$ cat src/rtl/matmul_result_drain.sv
// matmul_result_drain: captures a finished NxN result matrix on the rising
// edge of done_in into a two-slot buffer and streams it out one element per
// valid/ready beat, row-major, tagging each beat with its row/column index.
module matmul_result_drain #(
  parameter int DATA_W = 16,
  parameter int N      = 4
) (
  input  logic                  clk,
  input  logic                  rst_n,
  input  logic                  done_in,
  input  logic [N*N*DATA_W-1:0] c_flat,
  input  logic                  clear_overrun,
  output logic                  out_valid,
  input  logic                  out_ready,
  output logic [DATA_W-1:0]     out_data,
  output logic [$clog2(N)-1:0]  out_row,
  output logic [$clog2(N)-1:0]  out_col,
  output logic                  out_last,
  output logic                  busy,
  output logic                  overrun,
  output logic [7:0]            frame_cnt
);

  localparam int RC_W  = $clog2(N);
  localparam int ELEMS = N * N;
  localparam int IDX_W = $clog2(ELEMS);
  localparam logic [IDX_W-1:0] LAST_IDX = IDX_W'(ELEMS - 1);

  localparam logic [0:0] S_IDLE   = 1'b0;
  localparam logic [0:0] S_STREAM = 1'b1;

  logic [N*N*DATA_W-1:0] slot_data [2];
  logic [1:0]            slot_full;
  logic [1:0]            full_next;
  logic                  wr_ptr;
  logic                  rd_ptr;
  logic                  rd_ptr_next;
  logic [IDX_W-1:0]      idx;
  logic [0:0]            state;
  logic [0:0]            state_next;
  logic                  done_d;
  logic                  cap;
  logic                  beat;
  logic                  release_slot;
  logic                  slot_free;
  logic                  do_cap;
  logic                  drop;

  // Handshake, capture and slot-occupancy decisions for this edge
  always_comb begin
    cap          = done_in & ~done_d;
    beat         = (state == S_STREAM) & out_ready;
    release_slot = beat & (idx == LAST_IDX);
    // With both slots full the write pointer aliases the read slot, so a
    // slot released on this edge can take the new capture immediately.
    slot_free    = ~slot_full[wr_ptr] | (release_slot & (rd_ptr == wr_ptr));
    do_cap       = cap & slot_free;
    drop         = cap & ~slot_free;

    full_next = slot_full;
    if (release_slot) full_next[rd_ptr] = 1'b0;
    if (do_cap)       full_next[wr_ptr] = 1'b1;

    rd_ptr_next = release_slot ? ~rd_ptr : rd_ptr;
    state_next  = full_next[rd_ptr_next] ? S_STREAM : S_IDLE;
  end

  // Control state: edge detector, slot flags, pointers, element index, counters
  always_ff @(posedge clk or negedge rst_n) begin
    if (!rst_n) begin
      done_d    <= 1'b0;
      slot_full <= '0;
      wr_ptr    <= 1'b0;
      rd_ptr    <= 1'b0;
      idx       <= '0;
      state     <= S_IDLE;
      frame_cnt <= '0;
      overrun   <= 1'b0;
    end else begin
      done_d    <= done_in;
      slot_full <= full_next;
      rd_ptr    <= rd_ptr_next;
      state     <= state_next;
      if (do_cap) wr_ptr <= ~wr_ptr;
      if (release_slot) begin
        idx       <= '0;
        frame_cnt <= frame_cnt + 8'd1;
      end else if (beat) begin
        idx <= idx + 1'b1;
      end
      if (drop)               overrun <= 1'b1;
      else if (clear_overrun) overrun <= 1'b0;
    end
  end

  // Result storage; contents are only observed while the slot is marked full
  always_ff @(posedge clk) begin
    if (do_cap) slot_data[wr_ptr] <= c_flat;
  end

  // Output beat decode; fields read as zero while no beat is offered
  always_comb begin
    out_valid = (state == S_STREAM);
    busy      = slot_full[0] | slot_full[1];
    out_data  = '0;
    out_row   = '0;
    out_col   = '0;
    out_last  = 1'b0;
    if (out_valid) begin
      out_data = slot_data[rd_ptr][32'(idx) * DATA_W +: DATA_W];
      out_row  = RC_W'(32'(idx) / N);
      out_col  = RC_W'(32'(idx) % N);
      out_last = (idx == LAST_IDX);
    end
  end

endmodule

$ cat config.mk
export PLATFORM = sky130hd
export DESIGN_NAME = matmul_result_drain
export DESIGN_NICKNAME = d
export VERILOG_FILES = /design/src/rtl/matmul_result_drain.sv
export SDC_FILE = /design/constraint.sdc
export NUM_CORES = 1
export LEC_CHECK = 0
export CORE_UTILIZATION = 54
export DETAILED_ROUTE_END_ITERATION = 6
export PLACE_DENSITY = 0.79
export SYNTH_ARGS = -nofsm -noshare
export SYNTH_HDL_FRONTEND = slang
export SYNTH_SLANG_ARGS = --single-unit
$ cat constraint.sdc
create_clock -name clk -period 18.8 [get_ports clk]
set_input_delay 2.82 -clock clk [delete_from_list [all_inputs] [get_ports clk]]
set_output_delay 2.82 -clock clk [all_outputs]
set_load 0.02 [all_outputs]
Word-level counts from Yosys, hierarchy flattened
Memory sizes are Yosys's and may differ from the RTL's.
Cells that the tools add are included.
{ "totals": {"mem_bits_rw": 512, "memories": 1, "inputBits": 261, "register_bits": 19} }
{ "classes": {"order_cmp": 5, "muxes": 22, "bitwise_logic": 16, "reduce_logical": 4, "n_eq_ne": 2, "n_shift": 1, "n_addsub": 2} }
{ "mem_list": {"columns": ["memory", "words", "width", "read_ports", "rd_ports_with_merged_regs", "wr", "line", "source"], "rows": [
  ["slot_data", 2, 256, 1, 0, 1, "32", "logic [N*N*DATA_W-1:0] slot_data [2];"]
]} }
{ "op_table": {"columns": ["cell", "n"], "rows": [
  ["indexed part select 256 x 9 -> 16 bit", 1],
  ["two-way mux 16 bit", 1],
  ["two-way mux 1 bit", 13],
  ["adder 8 x 1 -> 8 bit, second input constant", 1],
  ["two-way mux 2 bit", 4],
  ["two-way mux 4 bit", 2],
  ["AND 1 bit", 6],
  ["less-than comparator 1 x 2 -> 1 bit, second input constant", 3],
  ["NOT 1 bit", 5],
  ["adder 4 x 1 -> 4 bit, second input constant", 1],
  ["equality test 4 bit, second input constant", 1],
  ["nonzero test 2 bit", 2],
  ["AND 2 bit", 1],
  ["demux 1 bit (select 1 bit)", 2],
  ["greater-or-equal comparator 1 bit, second input constant", 2],
  ["logical AND 1 bit", 2],
  ["NOT 2 bit", 1],
  ["bitwise OR 1 bit", 2],
  ["bitwise OR 2 bit", 1],
  ["equality test 1 bit", 1]
]} }

Logic depth before layout (Yosys ltp)
{ "depth": {"ltp_word": 12, "depth_mapped": 8, "ltp_nobuf": 5} }

Least setup slack after synthesis
No wires, ideal clock.
{ "synth_path": {"kind": "in2reg", "startpoint": "in done_in", "endpoint": "mem slot_data[0][0] in the netlist's numbering, enable pin", "path_stages": 2, "required_time_ns": 17.841, "setup_slack_ns": 2.226, "arrival_ns": 15.615, "n_path_buf": 0, "path_cell_list": "or3b_2 > a21oi_1"} }
{ "synth_between": {"elab_chain_cells": 4} }
{ "synth_lines": {"columns": ["element", "line", "source"], "rows": [
  ["from (decl)", "10", "input logic done_in,"],
  ["AND 1 bit", "51", "cap = done_in & ~done_d;"],
  ["AND 1 bit", "57", "do_cap = cap & slot_free;"],
  ["two-way mux 1 bit", "98", "if (do_cap) slot_data[wr_ptr] <= c_flat;"],
  ["two-way mux 1 bit (implied by the code)", "98", null],
  ["to (decl)", "32", null]
]} }
Every way passes these cells.

Worst setup path after layout
{ "layout_path": {"startpoint": "reg idx[1]", "endpoint": "out out_data[7]"} }
{ "layout_between": {"elab_chain_cells": 2} }
{ "layout_lines": {"columns": ["element", "line", "source"], "rows": [
  ["from (decl)", "38", "logic [IDX_W-1:0] idx;"],
  ["from (signal assigned)", "89", "idx <= idx + 1'b1;"],
  ["indexed part select 256 x 9 -> 16 bit", "110", "out_data = slot_data[rd_ptr][32'(idx) * DATA_W +: DATA_W];"],
  ["two-way mux 16 bit", "109", "if (out_valid) begin"],
  ["to (decl)", "15", "output logic [DATA_W-1:0] out_data,"]
]} }
Every way passes these cells.

==> results.sh <==
export IMPL_synth_distinct_cells=49
export IMPL_worst_ep_required_time_ns=15.98
export IMPL_finalNetCount=1601
export IMPL_ys_warnings_count=0
export IMPL_chipWidth_um=197
export IMPL_power_w=0.00315
export IMPL_synth_area_um2=20600
export IMPL_clkSinkCount=531
export IMPL_worstPathArrival_ns=4.91
export IMPL_drt_iter0_markers=868
export IMPL_rsz0062_at_grt="false"
export IMPL_clk_latency_ns=0.59
export IMPL_fmax_mhz=129
export IMPL_rows=71
export IMPL_layout_common_cells="edfxtp_1 (512), clkdlybuf4s50_1 (292), mux2i_1 (157), a22oi_1 (77), clkbuf_16 (51)"
export IMPL_antenna_left=0
export IMPL_drive_gt1_share_pct=11.4
export IMPL_htreeDepth=2
export IMPL_synth_cells=1040
export IMPL_fp_dieH_um=197
export IMPL_cpPeakStageDelay_ns=1.00
export IMPL_async_flop_share_pct=3.58
export IMPL_core_area_um2=37600
export IMPL_synth_nets=1303
export IMPL_grt_overflow=0
export IMPL_post_route_min_period_ns=7.73
export IMPL_fin_skew_ns=0.0188
export IMPL_track_usage_pct=23.7
export IMPL_crit_top_cell="buf_4"
export IMPL_max_cap_viol_count=0
export IMPL_cp_startpoint="idx[1]"
export IMPL_final_cells=1898
export IMPL_die_area_um2=38900
export IMPL_ios=293
export IMPL_first_pass_iters=5
export IMPL_cpMaxStageDelayCell="buf_4"
export IMPL_drt_wl_total_um=46000
export IMPL_initial_core_util_pct=54.8
export IMPL_cts_repair_resized=0
export IMPL_relSlewSlack_pct=22.7
export IMPL_dpl_cell_count=1796
export IMPL_synthFlopType="edfxtp_1"
export IMPL_vias_per_cell=5.76
export IMPL_grt_max_degree=186
export IMPL_final_cell_area_um2=25500
export IMPL_routedWlPerCell_um=24.2
export IMPL_status="finished clean"
export IMPL_final_common_cell="edfxtp_1"
export IMPL_dpl_cell_area_um2=23900
export IMPL_ys_ff_latch=531
export IMPL_min_from="frame_cnt[7]"
export IMPL_clk_path_buf_depth=3
export IMPL_vdd_drop_max_v=0.0000856
export IMPL_min_period_over_period_pct=41.1
export IMPL_syn_mean_instance_area_um2=19.8
export IMPL_grt_pass1_wl_um=66900
export IMPL_critPathKind="reg -> out"
export IMPL_p_leak_nw=8.49
export IMPL_post_cts_setup_buffers=0
export IMPL_rr_startpoint="idx[1]"
export IMPL_grt_pass1_vias=11400
export IMPL_hold_viol_final=0
export IMPL_worstPathCellList="buf_4 -> buf_4 -> mux2i_1 -> a22oi_1 -> nand4_1 -> nor4_2 -> clkdlybuf4s50_1"
export IMPL_powerDensity_nw_per_um2=123
export IMPL_tightest_slew_ns=1.16
export IMPL_min_delay_path_class="reg -> reg"
export IMPL_setup_viol=0
export IMPL_dp_hpwl_um=29600
export IMPL_vias=10900
export IMPL_start_kind="flip-flop"
export IMPL_crit_path_end_kind="output pin"
export IMPL_clk_pin_slew_ns=0.06
export IMPL_synth_edff_count=512
export IMPL_finalMaxSlewViolations=0
export IMPL_io_buffers=292
export IMPL_numCtsBuffers=51
export IMPL_tns_ns=0
export IMPL_path_max_fanout=74
export IMPL_syn2layout_area_growth_pct=23.9
export IMPL_drc=0
export IMPL_cts_root_buf="clkbuf_16"
export IMPL_cts_hold_buf=0
export IMPL_ys_seq_area_share_pct=77.0
export IMPL_cts_tree="yes"
export IMPL_antenna_found_initial=14
export IMPL_gp_congestion=0.775
[worst paths after layout]
check	to	slack (ns)	depth (start not counted)
worst min-delay path	frame_cnt[7]	0.47	1
worst min register to register	frame_cnt[7]	0.47	1
max in group asynchronous	rd_ptr	15.40	1
min in group asynchronous	frame_cnt[0]	2.74	1
worst max-delay path	out_data[7]	11.07	7
worst max register to register	slot_data[0][36]	13.89	7
[registers in the layout (all words and copies together) (netlist names)]
signal,flops
out_valid,1
done_d,1
slot_data,512
frame_cnt,8
overrun,1
idx,4
wr_ptr,1
slot_full,2
rd_ptr,1
[metrics by stage]
step	setup slack (ns)	hold slack [ns]	utilization, %
5_1_grt	10.79	0.491	67.8
2_1_floorplan	2.23	0.514	-
3_5_place_dp	11.64	0.464	63.7
6_report	11.07	0.472	67.9
4_1_cts	10.98	0.473	67.8
3_3_place_gp	11.71	0.456	63.7
[power breakdown]
| part | internal [W] | leakage, nW | switching, W |
|---|---|---|---|
| Combinational | 0.000392 | 2.90 | 0.000454 |
| Sequential | 0.00131 | 4.83 | 0.0000450 |
| Clock | 0.000527 | 0.755 | 0.000418 |
[worst max-delay path, delay by kind of cell, from the launching register on]
family	cells	cell delay [ns]
mux	1	0.22
simple gates	2	0.56
flops	1	0.72
buf+inv	3	2.44
compound gates	1	0.26
[cell families (layout without fill, tap and decap cells)]
kind of cell	Yosys count	after routing	synth area share (%)
DFF	531	531	77.0
xor gates and xnor gates	8	8	0.340
muxes	208	208	13.2
other	0	8	0
buffers and inverters	61	400	1.80
and+or+nand+nor	108	108	3.44
AOI/OAI and AO/OA	122	122	4.13
adders and majority gates	2	2	0.122
[per-layer routing]
metal,vias up,share of wire (%),track usage [%]
met5,-,0.20,0
met4,14,2.9,9.59
met3,81,8.5,6.42
met2,408,49,38.2
met1,5517,39,30.8
li1,4912,-,-
[cell type report]
type	instances	area, µm²
sequential	531	15900
inverter	1	3.75
antenna	8	20.0
clock buffer	64	1330
multi-input combinational	448	4400
timing repair buffer	305	3050
clock inverter	30	205
fill	2469	12100
tap	511	639
[synthesized netlist by cell type, drive strengths merged (14+ instances only)]
cell type  number  area [µm²]
a22oi          77         578
mux2i         157        1570
nor2           22        82.6
a21oi          20         100
nand4          18         113
clkbuf         14        55.1
nor4           17         169
o22ai          15        93.8
edfxtp        512       15400
buf            46         312
dfrtp          19         475
mux4           50        1130
(Power assumes the default switching activity.)
